File: config.mk
export PLATFORM = sky130hd
export DESIGN_NAME = lap_timer_core
export DESIGN_NICKNAME = d
export VERILOG_FILES = /design/src/rtl/lap_timer_core.sv
export SDC_FILE = /design/constraint.sdc
export NUM_CORES = 1
export LEC_CHECK = 0
export ABC_AREA = 1
export CORE_MARGIN = 3
export CORE_UTILIZATION = 37
export DETAILED_ROUTE_END_ITERATION = 8
export GPL_TIMING_DRIVEN = 0
export SYNTH_ARGS = -nofsm -noshare
export SYNTH_HDL_FRONTEND = slang
export SYNTH_SLANG_ARGS = --single-unit
File: constraint.sdc
create_clock -name clk -period 6.7 [get_ports clk]
set_clock_uncertainty 0.15 [all_clocks]
set_input_delay 1.34 -clock clk [delete_from_list [all_inputs] [get_ports clk]]
set_output_delay 1.34 -clock clk [all_outputs]
set_load 0.01 [all_outputs]
File: src/rtl/lap_timer_core.sv
// hh:mm:ss:cc up/down timer with sticky countdown expiry, validated preset load
// and a small lap-capture FIFO. Every output comes straight from a register.
module lap_timer_core #(
  parameter int CLK_HZ    = 100_000_000,
  parameter int HOUR_MOD  = 24,
  parameter int LAP_DEPTH = 4
) (
  input  logic                           clk,
  input  logic                           reset_n,
  input  logic                           i_run_stop,
  input  logic                           i_clear,
  input  logic                           i_mode,
  input  logic                           i_load,
  input  logic [23:0]                    i_load_time,
  input  logic                           i_lap,
  input  logic                           i_lap_rd,
  output logic [23:0]                    o_time,
  output logic [23:0]                    o_lap_time,
  output logic                           o_lap_valid,
  output logic [$clog2(LAP_DEPTH+1)-1:0] o_lap_count,
  output logic                           o_lap_ovf,
  output logic                           o_expired,
  output logic                           o_wrap,
  output logic                           o_load_err
);

  localparam int TICK_N = CLK_HZ / 100;
  localparam int PW     = (TICK_N > 1) ? $clog2(TICK_N) : 1;
  localparam int AW     = $clog2(LAP_DEPTH);
  localparam int CW     = $clog2(LAP_DEPTH + 1);
  localparam logic [PW-1:0] PRESC_MAX = PW'(TICK_N - 1);
  localparam logic [4:0]    HOUR_MAX  = 5'(HOUR_MOD - 1);
  localparam logic [CW-1:0] DEPTH_C   = CW'(LAP_DEPTH);

  logic [PW-1:0] presc_q, presc_d;
  logic [4:0]    hour_q, hour_d;
  logic [5:0]    min_q, min_d, sec_q, sec_d;
  logic [6:0]    msec_q, msec_d;
  logic          expired_q, expired_d, wrap_q, wrap_d, load_err_q, load_err_d;

  logic [23:0]   mem_q [LAP_DEPTH];
  logic [AW-1:0] wr_ptr_q, wr_ptr_d, rd_ptr_q, rd_ptr_d;
  logic [CW-1:0] count_q, count_d;
  logic          ovf_q, ovf_d, valid_q, valid_d;
  logic [23:0]   head_q, head_d;

  logic [23:0] time_q;
  logic [4:0]  ld_hour;
  logic [5:0]  ld_min, ld_sec;
  logic [6:0]  ld_msec;
  logic        load_ok, tick, time_zero;
  logic        push, pop, push_ok, full;

  assign time_q    = {hour_q, min_q, sec_q, msec_q};
  assign ld_hour   = i_load_time[23:19];
  assign ld_min    = i_load_time[18:13];
  assign ld_sec    = i_load_time[12:7];
  assign ld_msec   = i_load_time[6:0];
  assign load_ok   = (ld_msec <= 7'd99) && (ld_sec <= 6'd59) && (ld_min <= 6'd59) &&
                     ({1'b0, ld_hour} < 6'(HOUR_MOD));
  assign tick      = i_run_stop && !expired_q && (presc_q == PRESC_MAX);
  assign time_zero = (time_q == '0);

  // Time datapath: clear beats load beats tick; a rejected load lets counting carry on.
  always_comb begin
    presc_d    = presc_q;
    hour_d     = hour_q;
    min_d      = min_q;
    sec_d      = sec_q;
    msec_d     = msec_q;
    expired_d  = expired_q;
    wrap_d     = 1'b0;
    load_err_d = 1'b0;
    if (i_clear) begin
      presc_d   = '0;
      hour_d    = '0;
      min_d     = '0;
      sec_d     = '0;
      msec_d    = '0;
      expired_d = 1'b0;
    end else if (i_load && load_ok) begin
      presc_d   = '0;
      hour_d    = ld_hour;
      min_d     = ld_min;
      sec_d     = ld_sec;
      msec_d    = ld_msec;
      expired_d = 1'b0;
    end else begin
      load_err_d = i_load;
      if (i_run_stop && !expired_q) presc_d = tick ? '0 : presc_q + PW'(1);
      if (tick && !i_mode) begin
        if (msec_q == 7'd99) begin
          msec_d = '0;
          if (sec_q == 6'd59) begin
            sec_d = '0;
            if (min_q == 6'd59) begin
              min_d = '0;
              if (hour_q == HOUR_MAX) begin
                hour_d = '0;
                wrap_d = 1'b1;
              end else hour_d = hour_q + 5'd1;
            end else min_d = min_q + 6'd1;
          end else sec_d = sec_q + 6'd1;
        end else msec_d = msec_q + 7'd1;
      end else if (tick && i_mode) begin
        if (time_zero) begin
          expired_d = 1'b1;
        end else begin
          expired_d = (time_q == 24'd1);
          if (msec_q == 7'd0) begin
            msec_d = 7'd99;
            if (sec_q == 6'd0) begin
              sec_d = 6'd59;
              if (min_q == 6'd0) begin
                min_d  = 6'd59;
                hour_d = (hour_q == 5'd0) ? HOUR_MAX : hour_q - 5'd1;
              end else min_d = min_q - 6'd1;
            end else sec_d = sec_q - 6'd1;
          end else msec_d = msec_q - 7'd1;
        end
      end
    end
  end

  // Lap FIFO: a pop frees a slot the same cycle, so full+push+pop keeps the count.
  always_comb begin
    push     = i_lap && !i_clear;
    pop      = i_lap_rd && !i_clear && (count_q != '0);
    full     = (count_q == DEPTH_C);
    push_ok  = push && (!full || pop);
    wr_ptr_d = push_ok ? wr_ptr_q + AW'(1) : wr_ptr_q;
    rd_ptr_d = pop ? rd_ptr_q + AW'(1) : rd_ptr_q;
    ovf_d    = ovf_q || (push && full && !pop);
    count_d  = count_q;
    if (push_ok && !pop) count_d = count_q + CW'(1);
    else if (pop && !push_ok) count_d = count_q - CW'(1);
    if (i_clear) begin
      wr_ptr_d = '0;
      rd_ptr_d = '0;
      ovf_d    = 1'b0;
      count_d  = '0;
    end
    valid_d = (count_d != '0);
    if (count_d == '0) head_d = '0;
    else if ((count_q == '0) || (pop && (count_q == CW'(1)))) head_d = time_q;
    else if (pop) head_d = mem_q[rd_ptr_q + AW'(1)];
    else head_d = mem_q[rd_ptr_q];
  end

  always_ff @(posedge clk) begin
    if (!reset_n) begin
      presc_q    <= '0;
      hour_q     <= '0;
      min_q      <= '0;
      sec_q      <= '0;
      msec_q     <= '0;
      expired_q  <= 1'b0;
      wrap_q     <= 1'b0;
      load_err_q <= 1'b0;
      wr_ptr_q   <= '0;
      rd_ptr_q   <= '0;
      count_q    <= '0;
      ovf_q      <= 1'b0;
      valid_q    <= 1'b0;
      head_q     <= '0;
      for (int i = 0; i < LAP_DEPTH; i++) mem_q[i] <= '0;
    end else begin
      presc_q    <= presc_d;
      hour_q     <= hour_d;
      min_q      <= min_d;
      sec_q      <= sec_d;
      msec_q     <= msec_d;
      expired_q  <= expired_d;
      wrap_q     <= wrap_d;
      load_err_q <= load_err_d;
      wr_ptr_q   <= wr_ptr_d;
      rd_ptr_q   <= rd_ptr_d;
      count_q    <= count_d;
      ovf_q      <= ovf_d;
      valid_q    <= valid_d;
      head_q     <= head_d;
      if (push_ok) mem_q[wr_ptr_q] <= time_q;
    end
  end

  assign o_time      = time_q;
  assign o_lap_time  = head_q;
  assign o_lap_valid = valid_q;
  assign o_lap_count = count_q;
  assign o_lap_ovf   = ovf_q;
  assign o_expired   = expired_q;
  assign o_wrap      = wrap_q;
  assign o_load_err  = load_err_q;

endmodule

Yosys cells after proc, flatten, opt, wreduce, memory -nomap -nowiden
Memories as Yosys holds them, arrays and structs flattened. A register that Yosys moved wholly into a read port is not among the register bits.
Cells that the tools add are included.
- output and inout port bits: 56
- bits in latches: 0
- RAM bits: 96
- input bits: 32
- register bits: 80
- ROM bits: 0
- memories kept: 1
- logic and storage cells: 151
- shifts and indexed selects: 0
- bitwise gates (word level): 5
- reduce and logical (&&, ||, !) cells: 49
- magnitude comparators: 4
- equality and inequality tests: 12
- divide/modulo/power cells: 0
- mux-type cells: 53
- multiply operators: 0
- $add $sub $neg: 13
- memories (memory ; depth ; width ; rd ports ; clocked after Yosys merged registers in ; write ports ; RTL line ; source):
    mem_q ; 4 ; 24 ; 2 ; 1 ; 4 ; 41 ; logic [23:0] mem_q [LAP_DEPTH];
- operators with widths (kind ; count):
    $mux 6 ; 18
    $mux 24 ; 3
    $mux 5 ; 12
    $mux 7 ; 6
    $eq 24x1->1 const B ; 1
    $logic_not 24->1 ; 1
    $reduce_or 24->1 ; 1
    $add 20x1->20 const B ; 1
    $eq 20x20->1 const B ; 1
    $mux 20 ; 1
    $reduce_bool 3->1 ; 6
    $logic_and 1x1->1 ; 17
    $add 6x1->6 const B ; 2
    $eq 6x6->1 const B ; 2
    $le 6x6->1 const B ; 2
    $logic_not 6->1 ; 2
    $sub 6x1->6 const B ; 2
    $mux 3 ; 3
    $ne 3x2->1 const B ; 3
    $reduce_and 8->1 ; 1
    $add 7x1->7 const B ; 1
    $eq 7x7->1 const B ; 1
    $le 7x7->1 const B ; 1
    $logic_not 7->1 ; 1
    24 further kinds ; 47

Longest topological paths before layout
Gate-level depths: netlist of run 1.
- depth in word-level cells: 12
- mapped depth: 13
- depth with buffers taken out: 12

Worst setup path after synthesis of run 1
No wires, ideal clock.
- kind: input-to-reg
- start: in i_clear
- end: mem mem_q[3][0] (enable)
- stages on the path: 7
- library setup time: 0.438 ns
- setup slack: 2.373 ns
- arrival time: 3.738 ns
- data required time: 6.112 ns
- path buffers: 0
- cells stage by stage: inv_1 > nand3_2 > nand3_1 > nand2_1 > nor2_1 > inv_1 > o21ai_0
- RTL lines (element ; RTL line ; source):
    start: declaration ; 11 ; input logic i_clear,
    end: declaration ; 41 ;

==> summary.md, run 1 <==
| Metric | Value |
|---|---|
| Status | completed |
| Initial antenna violation count | 0 |
| Drt wl/cell | ~18 um |
| Worst slew pin tran | ~1.3 ns |
| Worst Slack Setup Final | 1.85 ns |
| Netlist Area Pre-Place | slightly above 10000 um^2 |
| Critical path arrival | between 4 and 5 ns |
| Cells after Synth | between 1000 and 1500 |
| Commonest non-fill, non-tap cells in the layout | 267 x nor2_1, 221 x nand2_1, 157 x inv_1 |
| Seq. cell area | about 4500 um^2 |
| Max transition margin | between 10% and 20% |
| Row cnt | 59 |
| Synthesized Nets | around 1400 |
| Final period util | between 70 and 80% |
| Fin cells | approximately 1800 |
| Syn_area_per_cell | between 7 and 8 um^2 |
| Drt total wl | ~32000 um |
| GP Congestion | about 0.92 |
| H-Tree Level Count | 4 |
| Final antenna diode count | 0 |
| WP data required | ~6.4 ns |
| DP Cell Count | roughly 1800 |
| Port-buffer cells | just under 90 |
| F_max | 206 MHz |
| EDFF count, synth | 96 |
| CTS Buf Count | 17 |
| CTS tree | yes |
| Max-slew violation count | 0 |
| DRC | 0 |
| Core area | between 20000 and 30000 um^2 |
| Reg clk slew, reported paths | roughly 0.070 ns |
| Main synth FF type | edfxtp_1 |
| Asr flop ratio synth | 0% |
| Syn. warnings | 0 |
| Hold buffer count at CTS | 0 |
| Clock Path Buffers | 2 |
| Die height | approximately 170 um |
| Initial DRC count | approximately 950 |
| # Post-CTS Setup Buffers | 0 |
| Worst hold path class | register to register |
| TritonRoute pass-1 iters | 6 |
| # fillers | around 2600 |
| Largest net degree at the start of global routing | 25 |
| Final #Nets | roughly 1500 |
| Die ar. | a little under 30000 um^2 |
| Clk_lat worst skew | 0.45 ns |
| Flip-flop and latch count after synthesis | between 150 and 200 |
| Area Growth Syn to Fin | 20.0% |
| Footprint of the multi-input gates | 4660 um^2 |
| Via density | around 5.3 |
| Pre-CTS setup slack | 1.42 ns |
| # setup viols final | 0 |
| Number of distinct library cells after synthesis | 48 |
| Initial Util | between 30% and 40% |
| Tmin final | between 4 and 5 ns |
| Grt ovf | 0 |
| Crit end category | register |
| Power after layout | 0.00259 W |
| Most common cell after layout, fill and taps aside | nor2_1 |
| Total negative slack | 0 ns |
| Post-cts sizing count | 0 |
| Design area | around 12000 um^2 |
| Peak fanout along the critical path | 24 |
| HPWL Detailed | around 23000 um |
| GRT Util Overall | 22.2% |
| Max-cap violations | 0 |
| First-pass GRT wire length | 50000 um |
| Die outline width | ~170 um |
| CTS Sinks | 178 |
| RSZ-0062 raised after global routing | no |
| Leak Pwr | ~4.4 nW |
| Pwr/cell area | 215 nW/um^2 |
| Critical path class | input pin to register |
| Startpoint types | input pin |
| Routed Antenna Nets | 0 |
| Layout cells sized above 1 | 6.44% |
| Final Hold Fails | 0 |
| Io pins | 88 |
| Sequential share of the synthesized area | between 40 and 50% |
| CTS root buf | clkbuf_16 |
| Max VDD drop | 179 uV |
| Placed instance area | around 11000 um^2 |
| Vias in the first global route | 9290 |
| Vias | between 9000 and 10000 |
[layout make-up]
type | instances | area share, %
Timing Repair Buffer | 90 | 7.90
Clock inverter | 14 | 1.24
Multi-Input combinational cell | 934 | 38.6
Tap cell | 335 | 3.48
Inverter | 165 | 5.13
Buffer | 61 | 2.39
Clock buffer | 18 | 3.73
Sequential cell | 178 | 37.5
[critical path: stages]
cell             delay [ns]
clkdlybuf4s50_1        0.56
inv_1                  0.11
nand3_2                0.27
nand3_1                0.19
nand2_1                0.27
nor2_1                 0.10
nand3_1                0.25
clkbuf_1               0.56
nand2_1                0.94
[per-layer routing]
layer	track usage, %	part of all wire [%]	vias to the layer above
li1	-	-	4685
met1	29.1	43	4416
met2	36.6	46	411
met3	3.93	7.9	67
met4	8.54	2.9	0
met5	0	0	-
[sequential cells by signal, indices dropped and copies added, names as in the netlist, named ones only]
| register | flops |
|---|---|
| msec_q | 7 |
| hour_q | 5 |
| wr_ptr_q | 2 |
| o_lap_valid | 1 |
| o_lap_ovf | 1 |
| min_q | 6 |
| mem_q | 96 |
| o_lap_time | 24 |
| o_wrap | 1 |
| o_expired | 1 |
| o_load_err | 1 |
| rd_ptr_q | 2 |
| presc_q | 20 |
| o_lap_count | 3 |
| sec_q | 6 |
[synthesized netlist by cell type, types with 5 or more instances]
library cell,n,area [um^2]
a22oi_1,10,75.1
nand3_2,5,50.1
nor2_2,7,43.8
a21oi_1,66,330
nor3_1,23,115
o211ai_1,25,188
inv_2,6,22.5
ha_1,16,200
o21ai_0,122,611
nand3_1,72,360
o311ai_1,5,43.8
dfxtp_1,82,1640
edfxtp_1,96,2880
xor2_1,16,140
nor2_1,267,1000
nand2_1,221,830
buf_1,5,18.8
buf_6,5,56.3
o311ai_0,5,43.8
inv_1,157,589
buf_2,13,65.1
clkbuf_1,36,135
nand4_1,16,100
o221ai_1,13,114
[cells by family (layout without fill, tap and decap cells)]
logic type | after synthesis | after routing | synth area share, %
adders and majority gates | 16 | 16 | 1.99
and+or+nand+nor | 634 | 634 | 27.0
xor gates and xnor gates | 20 | 20 | 1.74
DFF | 178 | 178 | 45.0
AOI/OAI and AO/OA | 264 | 264 | 15.2
buffers and inverters | 226 | 348 | 9.02
[through the flow]
step	util [%]	hold slack (ns)
6_report	45.8	0.352
5_1_grt	45.8	0.371
4_1_cts	45.8	0.348
3_5_place_dp	43.5	0.333
3_3_place_gp	43.0	0.323
2_1_floorplan	-	0.312
[final timing paths]
path                                startpoint            to  slack [ns]  depth (start not counted)
worst max-delay path                   i_clear  mem_q[0][22]        1.85                          9
worst min-delay path                 o_lap_ovf     o_lap_ovf        0.35                          2
worst max register to register  o_lap_count[0]  mem_q[0][22]        2.70                         10
worst min register to register       o_lap_ovf     o_lap_ovf        0.35                          2
[power by group]
part | internal, W | total [W] | switching (W) | leakage (nW)
Clock | 0.000526 | 0.00103 | 0.000502 | 0.299
Combinational | 0.000124 | 0.000350 | 0.000226 | 2.44
Sequential | 0.00118 | 0.00121 | 0.0000255 | 1.66
No activity file was read; power rests on OpenSTA's default activity.
==> run 2, diff against run 1 <==
- clock period: 6.7 -> 5 ns (I/O delays scaled with it)
==> results of run 2 <==
Same layout as run 1 (identical final DEF). Status: completed.
Main changes from that run: setup slack after placement 1.42 ns -> 0.0620 ns; setup slack after layout 1.85 ns -> 0.493 ns; register-to-register setup slack 2.70 ns -> 1.00 ns; total power 0.00259 W -> 0.00347 W; worst IR drop on VDD 179 uV -> 240 uV
